**src/rtl/setpoint_sequencer_if.sv**
```systemverilog
// Host/follower-facing signal bundle for setpoint_sequencer.
// The master modport is the host side (table loading, run control, feedback
// from the follower); the slave modport is the sequencer itself.
interface setpoint_sequencer_if #(
    parameter int bitwidth   = 8,
    parameter int depth      = 4,
    parameter int dwellwidth = 8
);
    localparam int index_w = $clog2(depth);

    logic                  load_enable;
    logic [index_w-1:0]    load_index;
    logic [bitwidth-1:0]   load_value;
    logic [dwellwidth-1:0] load_dwell;
    logic                  start;
    logic                  stop;
    logic [bitwidth-1:0]   feedback_value;
    logic [bitwidth-1:0]   target_value;
    logic [index_w-1:0]    index;
    logic                  busy;
    logic                  done;

    modport master (
        output load_enable, load_index, load_value, load_dwell,
        output start, stop, feedback_value,
        input  target_value, index, busy, done
    );

    modport slave (
        input  load_enable, load_index, load_value, load_dwell,
        input  start, stop, feedback_value,
        output target_value, index, busy, done
    );
endinterface

```
**src/rtl/setpoint_sequencer.sv**
```systemverilog
// setpoint_sequencer: steps a follower through a table of setpoints.
// Each entry is driven until the follower's output equals it exactly, held
// for the entry's dwell count, then the next entry is driven. The table may
// only be written while idle.
//
// Build option: define SETPOINT_SEQUENCER_LOOP_EN to make the run wrap from
// the last entry back to entry 0 (done pulses on every wrap, busy stays high
// until stop). Without it the run ends in IDLE after the last entry.
module setpoint_sequencer #(
    parameter int bitwidth   = 8,
    parameter int depth      = 4,
    parameter int dwellwidth = 8
) (
    input  logic clock,
    input  logic reset,
    setpoint_sequencer_if.slave bus
);
    localparam int index_w = $clog2(depth);
    localparam logic [index_w-1:0] last_index = index_w'(depth - 1);

    typedef enum logic [1:0] {
        IDLE  = 2'd0,
        TRACK = 2'd1,
        DWELL = 2'd2
    } state_t;

    state_t                state, state_next;
    logic [bitwidth-1:0]   table_value [depth];
    logic [dwellwidth-1:0] table_dwell [depth];
    logic [bitwidth-1:0]   target_reg, target_next;
    logic [index_w-1:0]    index_reg, index_next;
    logic [index_w-1:0]    index_inc;
    logic [dwellwidth-1:0] count_reg, count_next;
    logic                  busy_reg, busy_next;
    logic                  done_reg, done_next;
    logic                  table_write;

    // Host writes are accepted only while no run is in progress.
    assign table_write = (state == IDLE) && bus.load_enable;
    assign index_inc   = index_reg + index_w'(1);

    // Setpoint/dwell table: cleared by reset, written from the host port.
    always_ff @(posedge clock) begin
        if (!reset) begin
            for (int i = 0; i < depth; i++) begin
                table_value[i] <= '0;
                table_dwell[i] <= '0;
            end
        end else if (table_write) begin
            table_value[bus.load_index] <= bus.load_value;
            table_dwell[bus.load_index] <= bus.load_dwell;
        end
    end

    // State and output registers; every output comes straight from a flop.
    always_ff @(posedge clock) begin
        if (!reset) begin
            state      <= IDLE;
            target_reg <= '0;
            index_reg  <= '0;
            count_reg  <= '0;
            busy_reg   <= 1'b0;
            done_reg   <= 1'b0;
        end else begin
            state      <= state_next;
            target_reg <= target_next;
            index_reg  <= index_next;
            count_reg  <= count_next;
            busy_reg   <= busy_next;
            done_reg   <= done_next;
        end
    end

    // Next-state decode: start/track/dwell/advance, with stop taking priority.
    always_comb begin
        state_next  = state;
        target_next = target_reg;
        index_next  = index_reg;
        count_next  = count_reg;
        busy_next   = busy_reg;
        done_next   = 1'b0;

        unique case (state)
            IDLE: begin
                // The table read here sees the pre-write contents, so a
                // simultaneous write to entry 0 does not affect this start.
                if (bus.start && !bus.stop) begin
                    state_next  = TRACK;
                    index_next  = '0;
                    target_next = table_value[0];
                    busy_next   = 1'b1;
                end
            end

            TRACK: begin
                if (bus.stop) begin
                    state_next = IDLE;
                    busy_next  = 1'b0;
                end else if (bus.feedback_value == target_reg) begin
                    state_next = DWELL;
                    count_next = table_dwell[index_reg];
                end
            end

            DWELL: begin
                // Feedback is deliberately ignored here: once arrived, the
                // entry is held for its full dwell.
                if (bus.stop) begin
                    state_next = IDLE;
                    busy_next  = 1'b0;
                end else if (count_reg != '0) begin
                    count_next = count_reg - dwellwidth'(1);
                end else if (index_reg != last_index) begin
                    state_next  = TRACK;
                    index_next  = index_inc;
                    target_next = table_value[index_inc];
                end else begin
                    done_next = 1'b1;
`ifdef SETPOINT_SEQUENCER_LOOP_EN
                    state_next  = TRACK;
                    index_next  = '0;
                    target_next = table_value[0];
`else
                    // target_value and index hold the final entry.
                    state_next = IDLE;
                    busy_next  = 1'b0;
`endif
                end
            end

            default: begin
                state_next = IDLE;
                busy_next  = 1'b0;
            end
        endcase
    end

    assign bus.target_value = target_reg;
    assign bus.index        = index_reg;
    assign bus.busy         = busy_reg;
    assign bus.done         = done_reg;
endmodule

```
**src/flat_wrapper.sv**
```systemverilog
// flat-port wrapper written by rule: the top's interface ports become plain ports
module setpoint_sequencer_flat 
#(
    parameter int bitwidth   = 8,
    parameter int depth      = 4,
    parameter int dwellwidth = 8
)
  (clock, reset, bus_load_enable, bus_load_index, bus_load_value, bus_load_dwell, bus_start, bus_stop, bus_feedback_value, bus_target_value, bus_index, bus_busy, bus_done);
  setpoint_sequencer_if #(.bitwidth(bitwidth), .depth(depth), .dwellwidth(dwellwidth)) bus_i ();
  input  logic clock;
  input  logic reset;
  input wire logic [$bits(bus_i.load_enable)-1:0] bus_load_enable;
  input wire logic [$bits(bus_i.load_index)-1:0] bus_load_index;
  input wire logic [$bits(bus_i.load_value)-1:0] bus_load_value;
  input wire logic [$bits(bus_i.load_dwell)-1:0] bus_load_dwell;
  input wire logic [$bits(bus_i.start)-1:0] bus_start;
  input wire logic [$bits(bus_i.stop)-1:0] bus_stop;
  input wire logic [$bits(bus_i.feedback_value)-1:0] bus_feedback_value;
  output wire logic [$bits(bus_i.target_value)-1:0] bus_target_value;
  output wire logic [$bits(bus_i.index)-1:0] bus_index;
  output wire logic [$bits(bus_i.busy)-1:0] bus_busy;
  output wire logic [$bits(bus_i.done)-1:0] bus_done;
  assign bus_i.load_enable = bus_load_enable;
  assign bus_i.load_index = bus_load_index;
  assign bus_i.load_value = bus_load_value;
  assign bus_i.load_dwell = bus_load_dwell;
  assign bus_i.start = bus_start;
  assign bus_i.stop = bus_stop;
  assign bus_i.feedback_value = bus_feedback_value;
  assign bus_target_value = bus_i.target_value;
  assign bus_index = bus_i.index;
  assign bus_busy = bus_i.busy;
  assign bus_done = bus_i.done;
  setpoint_sequencer #(.bitwidth(bitwidth), .depth(depth), .dwellwidth(dwellwidth)) u_core (.clock(clock), .reset(reset), .bus(bus_i));
endmodule
```
**config.mk**
```make
export PLATFORM = sky130hd
export DESIGN_NAME = setpoint_sequencer_flat
export DESIGN_NICKNAME = d
export VERILOG_FILES = /design/src/rtl/setpoint_sequencer_if.sv /design/src/rtl/setpoint_sequencer.sv /design/src/flat_wrapper.sv
export SDC_FILE = /design/constraint.sdc
export NUM_CORES = 1
export LEC_CHECK = 0
export CORE_AREA = 2 2 102 104
export DETAILED_ROUTE_END_ITERATION = 16
export DIE_AREA = 0 0 104 106
export PLACE_DENSITY = 0.67
export SYNTH_ARGS = -nofsm -noshare
export SYNTH_HDL_FRONTEND = slang
export SYNTH_SLANG_ARGS = --single-unit
```
**constraint.sdc**
```tcl
create_clock -name clock -period 2.78 [get_ports clock]
set_input_delay 0.556 -clock clock [delete_from_list [all_inputs] [get_ports clock]]
set_output_delay 0.556 -clock clock [all_outputs]
set_load 0.02 [all_outputs]
```
Yosys cells after proc, flatten, opt, wreduce, memory -nomap -nowiden --
Memory sizes are Yosys's and may differ from the RTL's. A register that Yosys moved wholly into a read port is not among the register bits. Cells that the tools add are included.
Storage, ports and cells: logic and storage cells 82, memories 2, output and inout bits 12, bits of input ports 31, bits in writable memories 64, flip-flop bits (word level) 22
Memories:
- u_core.table_dwell | depth 4, width 8, read ports 1, clocked after memory_dff 1, write ports 4, line setpoint_sequencer.sv:29 | logic [dwellwidth-1:0] table_dwell [depth];
- u_core.table_value | depth 4, width 8, read ports 2, clocked after memory_dff 0, write ports 4, line setpoint_sequencer.sv:28 | logic [bitwidth-1:0] table_value [depth];
Cells by class: muxes and demuxes 41, $add $sub $neg 2, eq/ne operators 15, bitwise logic cells 2, reduce and logical (&&, ||, !) cells 14
Operators by type and width (number):
- $mux W8 | 10
- $pmux W8 S2 | 2
- $mux W2 | 13
- $reduce_or A8 Y1 | 2
- $mux W1 | 13
- $ne A2 B2 Y1 const B | 6
- $reduce_and A5 Y1 | 2
- $eq A8 B8 Y1 | 1
- $reduce_bool A8 Y1 | 1
- $sub A8 B1 Y8 const B | 1
- $ne A2 B1 Y1 const B | 3
- $ne A3 B3 Y1 const B | 2
- $pmux W2 S3 | 1
- $pmux W2 S2 | 1
- $reduce_and A4 Y1 | 1
- $reduce_bool A2 Y1 | 2
- $reduce_or A4 Y1 | 1
- $ne A3 B2 Y1 const B | 1
- $pmux W1 S3 | 1
- $reduce_and A3 Y1 | 1
- $add A2 B1 Y2 const B | 1
- $eq A2 B1 Y1 const B | 1
- $eq A2 B2 Y1 const B | 1
- $logic_and A1 B1 Y1 | 2
- other kinds (3) | 4

Logic depth before layout (Yosys ltp) --
word-level depth 7, gate-level depth with buffers 8, gate-level depth less buffers 7

Worst setup path before layout --
Ideal clock, no wire load.
kind reg-to-reg, start reg u_core.state[0], end mem u_core.table_dwell[2][0] (enable), buffers on the path 1, arrival 1674 ps, stages on the path, launching flop included 6, setup slack 731 ps, path through dfxtp_1 -> buf_2 -> nor2_1 -> nand3_1 -> nor3b_1 -> nand2b_1
RTL lines:
- from (decl) | line setpoint_sequencer.sv:27 | state_t state, state_next;
- from (signal assigned) | line setpoint_sequencer.sv:65 | state <= state_next;
- to (decl) | line setpoint_sequencer.sv:29

Worst setup path in the final report --
start reg u_core.count_reg[0], end reg u_core.target_reg[3] (netlist: u_core.bus.target_value[3])
Between the ends: longest elaborated chain between the ends 3
Ends and longest elaborated chain:
- from (decl) | line setpoint_sequencer.sv:33 | logic [dwellwidth-1:0] count_reg, count_next;
- from (signal assigned) | line setpoint_sequencer.sv:68 | count_reg <= count_next;
- $reduce_bool A8 Y1 | line setpoint_sequencer.sv:111 | end else if (count_reg != '0) begin
- $ne A2 B2 Y1 (no source line)
- $reduce_and A5 Y1 (no source line)
- to (signal assigned) | line setpoint_sequencer.sv:66 | target_reg <= target_next;
- to (decl) | line setpoint_sequencer.sv:30 | logic [bitwidth-1:0] target_reg, target_next;
No other way between the ends. A chain may end at the register's enable or synchronous reset.

==> results.toml <==
[power_and_ir_drop]
total_power_w = 0.00247
swShare = 0.231
internal-power_w = 0.00190
power_density_nw_per_um2 = 498
pwr-share-clk = 0.309
comb_power_share = 0.088
power_frac_seq = 0.603
total_leakage_power_nw = 1.83
irDropWorstVdd_v = 0.000247
netSwitchingPower_w = 0.000570

[layout]
fin_area_um2 = 4950
seqCellArea_um2 = 2400
layout-drive-gt1-share = 0.124
post-route-util = 0.495
area_growth_pct = 19.3
diodes = 0
instances_no_fill = 530
nets = 423
top_regs = "u_core.table_dwell (32), u_core.table_value (32)"
nFillCells = 938
multiInputGateArea_um2 = 1650

[setup_path]
path_buf_inv = 2
path_class = "flip-flop to flip-flop"
cp-start-kind = "flip-flop"
max_stage_delay_ns = 0.40
critPathTopFamily = "simple AND/OR/NAND/NOR gates"
cp.arrival_ns = 2.37
crit_slowest_cell = "a211oi_2"
path_max_fanout = 9
worstPathCellList = "inv_1 -> ha_1 -> nor4b_4 -> nand4b_1 -> a211oi_2 -> buf_4 -> mux2i_1 -> nor2_1"
cp-end-kind = "flip-flop"
worst_ep_required_time_ns = 3.02

[global_route]
grt_pass1_vias = 2752
grt-ovfl-total = 0
grt.total_usage = 0.171
grt_first_pass_wirelength_um = 14500
grt_max_degree = 22
antenna_found_initial = 0

[synth]
avgSynthCellArea_um2 = 12.3
synth_ff_type = "edfxtp_1"
yosys_warnings = 0
syn_nets = 372
seq_area_frac_synth = 0.579
yosys.cell_types.count = 45
yosysMostFrequentCell = "and2_1"
synthArstFlopShare = 0
synth_top_area_frac = 0.463
synth_enable_flop_cells = 64
synth.area.top_cells = "edfxtp_1, dfxtp_1, and2_1, mux4_2, mux2i_1"
synth_top_cell_by_area = "edfxtp_1"
synth_area_um2 = 4150
synth_commonest_cells = "and2_1, edfxtp_1, dfxtp_1, nor2_1, nand2_1"
synth-seq-cells = 88
syn_inst = 338

[cts]
path_clk_slew_ns = 0.09
numCtsBuffers = 9
cts_hold_buf = 0
cts_root_buf = "clkbuf_8"
cts_buffer_depth = 2
cts.sinks = 88
postCtsSetupBuffers = 0
cts_tree = "yes"
clock_latency_ns = 0.36
cts_max_level = 3
post_cts_resized = 0

[die]
fp.dieW_um = 104
ios = 43
core_um2 = 10000
chipHeight_um = 106
start_util = 0.415
std_cell_rows = 37
die_area_um2 = 11000

[sta]
drv_slew = 0
post-route-min-period_ns = 2.13
worstMarginPinSlew_ns = 0.804
hold_viol_final = 0
period_share = 0.767
slew_headroom = 0.464
fmax_mhz = 469
timing.setup.tns_ns = 0
grt_setup_unrepaired = "false"
fin_skew_ns = 0.0121
setup_viol = 0

[flow_run]
maxCapViolations = 0

[place]
io_buffers = 42
dpl_cell_area_um2 = 4790
gp_congestion = 0.808
place_hpwl_um = 5760
post-place-cells = 514

[routing]
vias = 2698
drt_iter0_markers = 124
vias_per_cell = 5.09
drt_pass1_iterations = 4
routed_wl_um = 8810
ant_nets = 0
drc = 0
post_drt_wl_per_cell_um = 16.6

[outcome]
status = "finished clean"

[min_path]
min_path_type = "flip-flop to flip-flop"
## power by group through the flow
stage,combinational [W],clock [W],sequential (W)
4_1_cts,0.000220,0.000785,0.00149
3_3_place_gp,0.000215,0,0.00151
5_1_grt,0.000237,0.000834,0.00149
3_5_place_dp,0.000219,0,0.00152
6_report,0.000217,0.000763,0.00149
2_1_floorplan,0.000107,0,0.00151
## metal layers
layer  vias to the layer above  global-route usage  wire (µm)
met5                         -                   0          0
met4                         0              0.0801        159
met3                         9              0.0362        357
met2                        55               0.286       4340
met1                      1300               0.213       3950
li1                       1334                   -          -
## layout by cell type (no fill, tap or decap), types with 2 or more instances in the layout
cell type and instances:
a211oi_1 2, a21oi_1 5, a2bb2oi_1 7, and2_1 65
buf_4 15, clkbuf_1 3, clkbuf_8 9, clkdlybuf4s50_1 42
clkinv_2 3, dfxtp_1 24, edfxtp_1 64, ha_1 3
inv_1 5, mux2_2 7, mux2i_1 12, mux4_2 8
nand2_1 19, nand2b_1 8, nand3_1 6, nand4_1 2
nor2_1 24, nor3_1 4, nor3b_1 3, o21ai_0 8
o22ai_1 8, o31ai_1 3, o32ai_1 3, o41ai_1 2
xnor2_1 11
## worst register-to-register path: cells and delay by family, from the launching register on
family                     cells  cell delay [ns]
AOI/OAI and AO/OA              1             0.41
adders and majority gates      1             0.18
buffers and inverters          2             0.38
DFF                            1             0.35
muxes                          1             0.22
and+or+nand+nor                3             0.46
## metrics by stage
step	setup slack (ns)	hold WS (ns)
floorplan	0.731	0.487
global placement	0.410	0.463
detailed placement	0.391	0.472
CTS	0.669	0.483
global route	0.488	0.523
finish	0.647	0.478
## final cells by class
cell class / instances / share of cell area
clock buffer: 12 / 0.0273
inverter: 5 / 0.00379
timing repair buffer: 58 / 0.112
multi-input combinational: 227 / 0.333
tap: 136 / 0.0344
clock inverter: 4 / 0.00430
sequential: 88 / 0.485
## cells by family after synthesis
family                     share of synthesized area
and+or+nand+nor                                0.192
DFF                                            0.579
AOI/OAI and AO/OA                             0.0814
muxes                                         0.0914
buffers and inverters                         0.0235
xor gates and xnor gates                      0.0232
adders and majority gates                    0.00905
## worst paths after layout
path	start	to	slack (ns)	depth (start not counted)
setup / recovery	u_core.count_reg[0]	u_core.bus.target_value[3]	0.65	8
setup reg to reg	u_core.count_reg[0]	u_core.bus.target_value[3]	0.65	8
hold / removal	u_core.bus.busy	u_core.bus.busy	0.48	2
hold reg to reg	u_core.bus.busy	u_core.bus.busy	0.48	2
Note: power is estimated with default switching activity, not from simulation.
